===== config.mk =====
export PLATFORM = sky130hd
export DESIGN_NAME = xor_parity_arbiter_v
export DESIGN_NICKNAME = d
export VERILOG_FILES = /design/src/rtl/xor_parity_arbiter_v.sv
export SDC_FILE = /design/constraint.sdc
export NUM_CORES = 1
export LEC_CHECK = 0
export BUFFER_PORTS_ARGS = -buffer_cell sky130_fd_sc_hd__buf_2
export CORE_UTILIZATION = 54
export DETAILED_ROUTE_END_ITERATION = 12
export GPL_ROUTABILITY_DRIVEN = 1
export GPL_TIMING_DRIVEN = 0
export HOLD_SLACK_MARGIN = 0.08
export PLACE_DENSITY = 0.81
export SYNTH_ARGS = -nofsm -noshare
export SYNTH_HDL_FRONTEND = slang
export SYNTH_SLANG_ARGS = --single-unit

===== constraint.sdc =====
create_clock -name i_clk -period 3.55 [get_ports i_clk]
set_input_delay 0.355 -clock i_clk [delete_from_list [all_inputs] [get_ports i_clk]]
set_output_delay 0.355 -clock i_clk [all_outputs]
set_load 0.02 [all_outputs]

===== src/rtl/xor_parity_arbiter_v.sv =====
// -----------------------------------------------------------------------------
// xor_parity_arbiter_v
//   Two-requester bit-serial parity engine. Requesters share one XOR2_gate_v
//   instance under round-robin arbitration. An accepted WIDTH-bit word is
//   shifted through the gate one bit per cycle. The parity and the requester
//   ID are then offered on a valid/ready output handshake.
//
// Parameters
//   WIDTH  data word width, 2..32
//   ODD    0 = even parity (XOR of all bits), 1 = odd parity (inverted)
//
// Ports
//   i_clk, i_rst_n                      clock, async active-low reset
//   i_reqN_valid / i_reqN_data          requester N word offer (N = 0, 1)
//   o_reqN_ready                        requester N word taken this cycle
//   o_out_valid / o_out_parity/o_out_id result handshake toward consumer
//   i_out_ready                         consumer takes the result
//   o_busy                              engine in SHIFT or DONE
// -----------------------------------------------------------------------------

// Shared 2-input XOR: the only XOR in the engine.
module XOR2_gate_v (
    input  logic a,
    input  logic b,
    output logic y
);
    assign y = a ^ b;
endmodule

module xor_parity_arbiter_v #(
    parameter int WIDTH = 8,
    parameter bit ODD   = 1'b0
) (
    input  logic             i_clk,
    input  logic             i_rst_n,
    input  logic             i_req0_valid,
    input  logic [WIDTH-1:0] i_req0_data,
    output logic             o_req0_ready,
    input  logic             i_req1_valid,
    input  logic [WIDTH-1:0] i_req1_data,
    output logic             o_req1_ready,
    output logic             o_out_valid,
    output logic             o_out_parity,
    output logic             o_out_id,
    input  logic             i_out_ready,
    output logic             o_busy
);

    typedef enum logic [1:0] {S_IDLE, S_SHIFT, S_DONE} state_t;

    state_t           state, state_nxt;
    logic [WIDTH-1:0] shreg;
    logic             acc;
    logic             acc_nxt;
    logic [4:0]       cnt;
    logic             res;
    logic             id;
    logic             ptr;
    logic             out_valid;
    logic             busy;
    logic             gnt_vld;
    logic             gnt_id;
    logic             accept;
    logic             last_bit;

    XOR2_gate_v u_xor (
        .a (acc),
        .b (shreg[0]),
        .y (acc_nxt)
    );

    // Round-robin: the pointer only breaks ties.
    always_comb begin
        gnt_vld = i_req0_valid | i_req1_valid;
        gnt_id  = (i_req0_valid & i_req1_valid) ? ptr : i_req1_valid;
    end

    assign o_req0_ready = (state == S_IDLE) && gnt_vld && !gnt_id && i_req0_valid;
    assign o_req1_ready = (state == S_IDLE) && gnt_vld &&  gnt_id && i_req1_valid;
    assign accept       = o_req0_ready | o_req1_ready;
    assign last_bit     = (cnt == 5'(WIDTH - 1));

    always_comb begin
        state_nxt = state;
        case (state)
            S_IDLE:  if (accept)                   state_nxt = S_SHIFT;
            S_SHIFT: if (last_bit)                 state_nxt = S_DONE;
            S_DONE:  if (out_valid && i_out_ready) state_nxt = S_IDLE;
            default:                               state_nxt = S_IDLE;
        endcase
    end

    always_ff @(posedge i_clk or negedge i_rst_n) begin
        if (!i_rst_n) begin
            state     <= S_IDLE;
            shreg     <= '0;
            acc       <= 1'b0;
            cnt       <= '0;
            res       <= 1'b0;
            id        <= 1'b0;
            ptr       <= 1'b0;
            out_valid <= 1'b0;
            busy      <= 1'b0;
        end else begin
            state <= state_nxt;
            busy  <= (state_nxt != S_IDLE);
            case (state)
                S_IDLE: begin
                    if (accept) begin
                        shreg <= gnt_id ? i_req1_data : i_req0_data;
                        acc   <= 1'b0;
                        cnt   <= '0;
                        id    <= gnt_id;
                        ptr   <= ~gnt_id;
                    end
                end
                S_SHIFT: begin
                    acc   <= acc_nxt;
                    shreg <= shreg >> 1;
                    cnt   <= cnt + 5'd1;
                end
                S_DONE: begin
                    // First DONE cycle latches the result, so valid rises one
                    // edge after the last shift; then hold until consumed.
                    if (!out_valid) begin
                        out_valid <= 1'b1;
                        res       <= ODD ? ~acc : acc;
                    end else if (i_out_ready) begin
                        out_valid <= 1'b0;
                    end
                end
                default: ;
            endcase
        end
    end

    assign o_out_valid  = out_valid;
    assign o_out_parity = res;
    assign o_out_id     = id;
    assign o_busy       = busy;

endmodule


==> impl_results.md, run 1 <==
- R2R Path Start: state[1]
- Count of different cell masters after synthesis: 31
- GPL Wtd Cong: a little over 0.8
- Simple logic cell fraction of the synthesized area: 19.8%
- Crit. End Element: output port
- Fmax: between 0.5 and 0.6 GHz
- Drt drc: 0
- Num Clock Sinks: 21
- ANT nets after route: 0
- P&R area growth vs syn: 19.3%
- Critical-path cell with the highest stage delay: dfrtp_1
- Die area: 2090 sq um
- Final setup vio count: 0
- Final core occ: 69.7%
- CP delay by family, top: simple AND/OR/NAND/NOR gates
- Hold buffer count at CTS: 1
- Critical path class: reg2out
- Slew Limit Headroom: around 69%
- Most frequent cells in the layout: buf_2, dfrtp_1, o21ai_0
- Clock slew at reported path FFs: 120 ps
- CP Buf/Inv Count: 1
- Drt wl/cell: 14.2 microns
- Synth Area in XOR/XNOR: 0%
- Drt first-iter violations: 25
- Vias in the first global route: 881
- CTS Buffer Depth: 2
- Fraction of synthesized area in multiplexers: 4.00%
- Cells after synthesis: 100
- Period utilisation layout: ~53%
- Number of cells on the worst reg-to-reg path: 4
- #FFs+latches synth: 21
- M3 GR Usage: under 10%
- Tot GR Track Use: between 20% and 30%
- VDD IR max: 0.393 mV
- Worst Hold Path EP: shreg[7]
- Post-synthesis sequential area ratio: 51.0%
- Antenna cells: 0
- CP Launch Type: flip-flop
- Synth warnings: 0
- Post-detail-place hpwl: approximately 1600 microns
- Core area: roughly 1800 sq um
- First-pass GRT wire length: 3750 microns
- R2R setup slack: 2200 ps
- Final net count: 154
- Leakage: 0.584 nW
- Layout cell share with drive strength beyond 1: 32.1%
- RSZ-0062 raised after global routing: false
- Hold slack: around 270 ps
- TritonCTS clock tree: yes
- Routed wire length: 2210 microns
- Hold Vio Cnt, Final: 0
- Post-layout min period: about 1900 ps
- Clk Latency, worst-skew pair: 300 ps
- Via count: 923
- Mapped Nets: 122
- Worst hold start: i_req1_data[7]
- Initial Util: 58.4%
- CTS Root Cell: clkbuf_4
- Die X: 45.7 microns
- Number of CTS-inserted buffers: 3
- CP max FO: 8
- Synth Area in Compound Gates: 20.8%
- I/O Pins: 27
- Post-Synth Adder-Cell Area: about 1.2%
- H-tree depth: 1
- GRT met1 Usage: 33.5%
- GR Overflow Total: 0
- Critical path required time: 3190 ps
- # port buffers: 26
- Post-CTS setup buffers: 0
- MaxCap Viol Count: 0
- DRT Pass-1 Iters: 4
- Worst Hold Class: in2reg
- Mapped Area: 1030 sq um
- Vias per cell: 5.92
- Grt peak-use layer: met2
- Reg2reg end: shreg[5]
- Critical path arrival: 1510 ps
- Post-cts sizing count: 0
- Max-slew violations: 0
- Mean area per synthesized cell: 10.3 sq um
- Max incr delay on CP: 500 ps
- Fillers: between 150 and 200
- CP cell instances: nor2_2, and3_4, buf_2
- Row count: 15
- M2 GR Usage: 40.3%
- Initial antenna violation count: 0
- Die Y: ~46 microns
- Worst Tran Pin Value: around 470 ps
- Pwr/cell area: 703 nW/um^2
- Clk_skew: 1.17 ps
- Commonest non-fill, non-tap cell in the layout: buf_2
- Largest family of logic cells by synthesized area: compound AO/OA/AOI/OAI gates
- Largest net degree at the start of global routing: 22
- Hold Crit Depth: 2
- Status: finished, final reports clean
- Post-route setup TNS: 0 ps
## layer usage
metal  up-vias  routed length [microns]
met5         -                        0
met4         0                       40
met3         5                       80
met2        26                     1070
met1       444                     1020
li1        448                        -
## cells by family (layout without fill, tap and decap cells)
logic type                 after synthesis  in the layout
muxes                                    4              4
DFF                                     21             21
AOI/OAI and AO/OA                       31             31
adders and majority gates                1              1
buffers and inverters                    6             37
and+or+nand+nor                         37             37
## metrics by stage
stage	cell area [sq um]	total power (W)	setup WS, ps	instances
final	1230	0.000865	1680	156
after floorplan	1030	0.000647	2260	100
after CTS	1230	0.000871	1680	156
after global placement	1190	0.000736	2000	151
after detailed placement	1190	0.000756	2000	151
after global routing	1230	0.000929	1610	156
## sequential cells by signal, summed over array words and instances (netlist names)
signal	count
shreg	8
cnt	5
acc	1
o_out_valid	1
ptr	1
o_out_parity	1
state	2
o_out_id	1
o_busy	1
## cells in the mapped netlist
| cell | n | share of area (%) |
|---|---|---|
| mux2_2 | 1 | 1.1 |
| nor2_1 | 3 | 1.1 |
| nor2b_2 | 1 | 0.85 |
| o21a_1 | 1 | 0.73 |
| mux2i_1 | 3 | 2.9 |
| a221o_1 | 1 | 0.97 |
| a32oi_1 | 7 | 5.9 |
| nor2_2 | 1 | 0.61 |
| o21ai_0 | 15 | 7.3 |
| nor3b_1 | 1 | 0.73 |
| a21o_1 | 1 | 0.73 |
| or2_2 | 1 | 0.61 |
| nand2b_1 | 3 | 1.8 |
| nor3_1 | 2 | 0.97 |
| o22ai_1 | 1 | 0.61 |
| clkbuf_1 | 1 | 0.36 |
| o21ba_2 | 1 | 0.97 |
| and2_1 | 1 | 0.61 |
| nand2_1 | 7 | 2.5 |
| o31ai_1 | 1 | 0.73 |
| ha_1 | 1 | 1.2 |
| a21boi_2 | 1 | 1.1 |
| buf_2 | 1 | 0.48 |
| buf_4 | 2 | 1.5 |
| and3_4 | 1 | 1.1 |
| clkbuf_2 | 2 | 0.97 |
| a2bb2oi_1 | 1 | 0.85 |
| nand4_1 | 9 | 5.5 |
| dfrtp_1 | 21 | 51 |
| nand3_1 | 7 | 3.4 |
| o41ai_1 | 1 | 0.85 |
## worst register-to-register path, stage by stage (launching register included)
cell     delay (ps)
dfrtp_1         500
nor2_2          300
buf_2           270
a32oi_1         120
nand3_1         100
## layout make-up
class,count,area (sq um),share of cell area (%)
Clock inverter,1,5.00,0.407
Buffer,6,33.8,2.75
Multi-Input combinational cell,73,472,38.4
Timing Repair Buffer,27,140,11.4
Sequential cell,21,526,42.7
Clock buffer,3,22.5,1.83
Tap cell,25,31.3,2.54
## where the power goes
part           internal (W)  switching (W)  leakage [nW]
logic              0.000149       0.000194         0.306
registers          0.000332      0.0000737         0.260
clock network     0.0000421      0.0000733        0.0177
total              0.000523       0.000341         0.584
## how the worst max path moves through the flow
stage	slack [ps]	to	from	depth (start not counted)
global route	1610	o_req1_ready	state[1]	3
detailed placement	2000	o_req0_ready	i_req0_valid	4
global placement	2000	o_req0_ready	i_req0_valid	4
CTS	1680	o_req1_ready	state[1]	3
finish	1680	o_req1_ready	state[1]	3
floorplan	2260	o_req0_ready	ptr	2
(Power assumes the default switching activity.)
==> run 2: changes to the inputs <==
CORE_UTILIZATION = 50   (was 54)
PLACE_DENSITY = 0.76   (was 0.81)
clock period = 1.85 ns   (was 3.55 ns; I/O delays follow)
==> run 2 against run 1 <==
Effect of this change:
- via count is 1.8% higher
- flip-flop and latch count is the same
- sequential share of layout area shrank 0.43 points
- worst setup slack got worse by 1500 ps
- die area is 7.6% higher
- count of clock-buffer cells in the layout is the same
- hold slack got worse by 170 ps
- clock skew grew 5.2 ps
- critical path depth unchanged
- final area up 1.0%
- routed wire length is 3.7% higher
- combinational power rose by 93%
- critical path type unchanged
- largest power group unchanged
==> impl_results.md, run 2 (synthesis gave the netlist of run 1 again) <==
- Post-CTS setup buffers: 0
- Seq. cell area: 526 sq um
- Final setup vio count: 0
- Die Y: between 40 and 50 microns
- Fmax: 0.585 GHz
- Critical Path Stages: 3
- Critical path class: reg2out
- Routed wire length: roughly 2300 microns
- Drt drc: 0
- R2R Path Start: state[1]
- Multi-input gate area: 472 sq um
- Largest register FFs: 8
- Critical-path cell with the highest stage delay: dfrtp_1
- Post-route setup TNS: 0 ps
- Worst Hold Class: in2reg
- First-pass GRT wire length: around 3400 microns
- # port buffers: 26
- Clock slew at reported path FFs: about 120 ps
- Leakage: ~0.59 nW
- Clk Latency, worst-skew pair: 300 ps
- Commonest non-fill, non-tap cell in the layout: buf_2
- CP max FO: 8
- Drt first-iter violations: 11
- Vias in the first global route: 730
- Reg2reg end: shreg[5]
- Tot GR Track Use: around 22%
- VDD IR max: 0.758 mV
- Max-slew violations: 0
- Sw Pwr: between 0.0006 and 0.0007 W
- R2R setup slack: 460 ps
- Antenna cells: 0
- H-tree depth: 1
- Post-cts sizing count: 0
- Critical path required time: 1660 ps
- DRT Pass-1 Iters: 4
- GPL Wtd Cong: between 0.7 and 0.8
- Vias per cell: 5.91
- Number of CTS-inserted buffers: 3
- CP delay by family, top: simple AND/OR/NAND/NOR gates
- P&R area growth vs syn: 20.5%
- Layout Cells excl Fill: approximately 160
- CP cell instances: nor2_2, and3_4, buf_2
- TritonCTS clock tree: yes
- GR Overflow Total: 0
- Hold Vio Cnt, Final: 0
- CP Buf/Inv Count: 1
- Largest net degree at the start of global routing: 22
- Die X: 47.4 microns
- Initial Util: ~53%
- Pwr/cell area: 1330 nW/um^2
- Switching Fraction: 39.2%
- I/O Pins: 27
- Initial antenna violation count: 0
- Final net count: 155
- Core area: roughly 1900 sq um
- CTS Buffer Depth: 2
- Slew Limit Headroom: around 69%
- Critical path arrival: between 1500 and 2000 ps
- Post-layout min period: 1710 ps
- Internal: 0.00101 W
- Die area: 2250 sq um
- Crit. End Element: output port
- Row count: 16
- Fillers: 186
- MaxCap Viol Count: 0
- Post-detail-place hpwl: approximately 1600 microns
- Status: finished, final reports clean
- Placed insts: 153
- Power share of the clock group: about an eighth
- Via count: 940
- Sequential Power Share: 46.5%
- CTS Root Cell: clkbuf_4
- Max incr delay on CP: 490 ps
- Worst Tran Pin Value: 468 ps
- Most frequent cells in the layout: buf_2, dfrtp_1, o21ai_0
- Num Clock Sinks: 21
- CP startpoint: state[1]
- Layout cell share with drive strength beyond 1: roughly a third
- CP Launch Type: flip-flop
- Drt wl/cell: 14.4 microns
- ANT nets after route: 0
- RSZ-0062 raised after global routing: false
- Period utilisation layout: 92.4%
- CP Capture Point: o_req1_ready
- Number of cells on the worst reg-to-reg path: 4
- Reg with most FFs: shreg
- Clk_skew: about 6.4 ps
- Largest regs: shreg: 8 flops, cnt: 5 flops, state: 2 flops
- Pwr Total: 0.00165 W
- Comb power frac: 40.2%
-- run 2: cell types whose count changed in the layout (fill, tap and decap cells not counted) --
cell           previous run  this run
dlygate4sd3_1             1         2
-- run 2: power groups by stage --
stage	combinational, W	clock, W	sequential (W)
floorplan	0.000454	0	0.000787
global placement	0.000644	0	0.000769
detailed placement	0.000663	0	0.000778
CTS	0.000670	0.000230	0.000767
global route	0.000739	0.000253	0.000801
finish	0.000664	0.000220	0.000768
-- run 2: layout make-up --
cell class	instances	share of cell area, %
buffer	6	2.72
clock buffer	3	1.81
clock inverter	1	0.403
multi-input combinational	73	38.0
sequential	21	42.3
tap	27	2.72
timing repair buffer	28	12.1
-- run 2: what timing repair did --
item | in CTS | in global routing
hold buffers | 1 | 1
hold endpoints to repair | 21 | 1
endpoints found under the setup margin | 0 | 0
-- run 2: worst min path at each step --
| stage | startpoint | to | slack [ps] | cells past startpoint |
|---|---|---|---|---|
| after CTS | i_req1_data[7] | shreg[7] | 80 | 2 |
| after floorplan | i_rst_n | acc | -110 | 0 |
| final | i_req1_data[7] | shreg[7] | 100 | 2 |
| after global placement | i_rst_n | cnt[4] | 160 | 1 |
| after global routing | i_req1_data[7] | shreg[7] | 80 | 2 |
| after detailed placement | i_rst_n | o_busy | 170 | 1 |
-- run 2: worst register-to-register path: stages (launching register included) --
cell     delay, ps
dfrtp_1        490
nor2_2         310
buf_2          280
a32oi_1        140
nand3_1        110
-- run 2: through the flow --
step	worst slack (ps)	hold slack, ps	util (%)	area, sq um
final	140	97.1	64.0	1240
after global routing	38.9	81.0	64.0	1240
after CTS	121	81.9	63.5	1230
after detailed placement	486	168	61.5	1190
after global placement	515	165	61.5	1190
after floorplan	577	-111	-	1030
-- run 2: layer usage --
layer | global-route usage (%) | part of all wire (%) | up-vias
met5 | 0 | 0 | -
met4 | 10.3 | 1.4 | 0
met3 | 3.40 | 5.8 | 4
met2 | 31.0 | 45 | 36
met1 | 33.9 | 47 | 451
li1 | - | - | 449
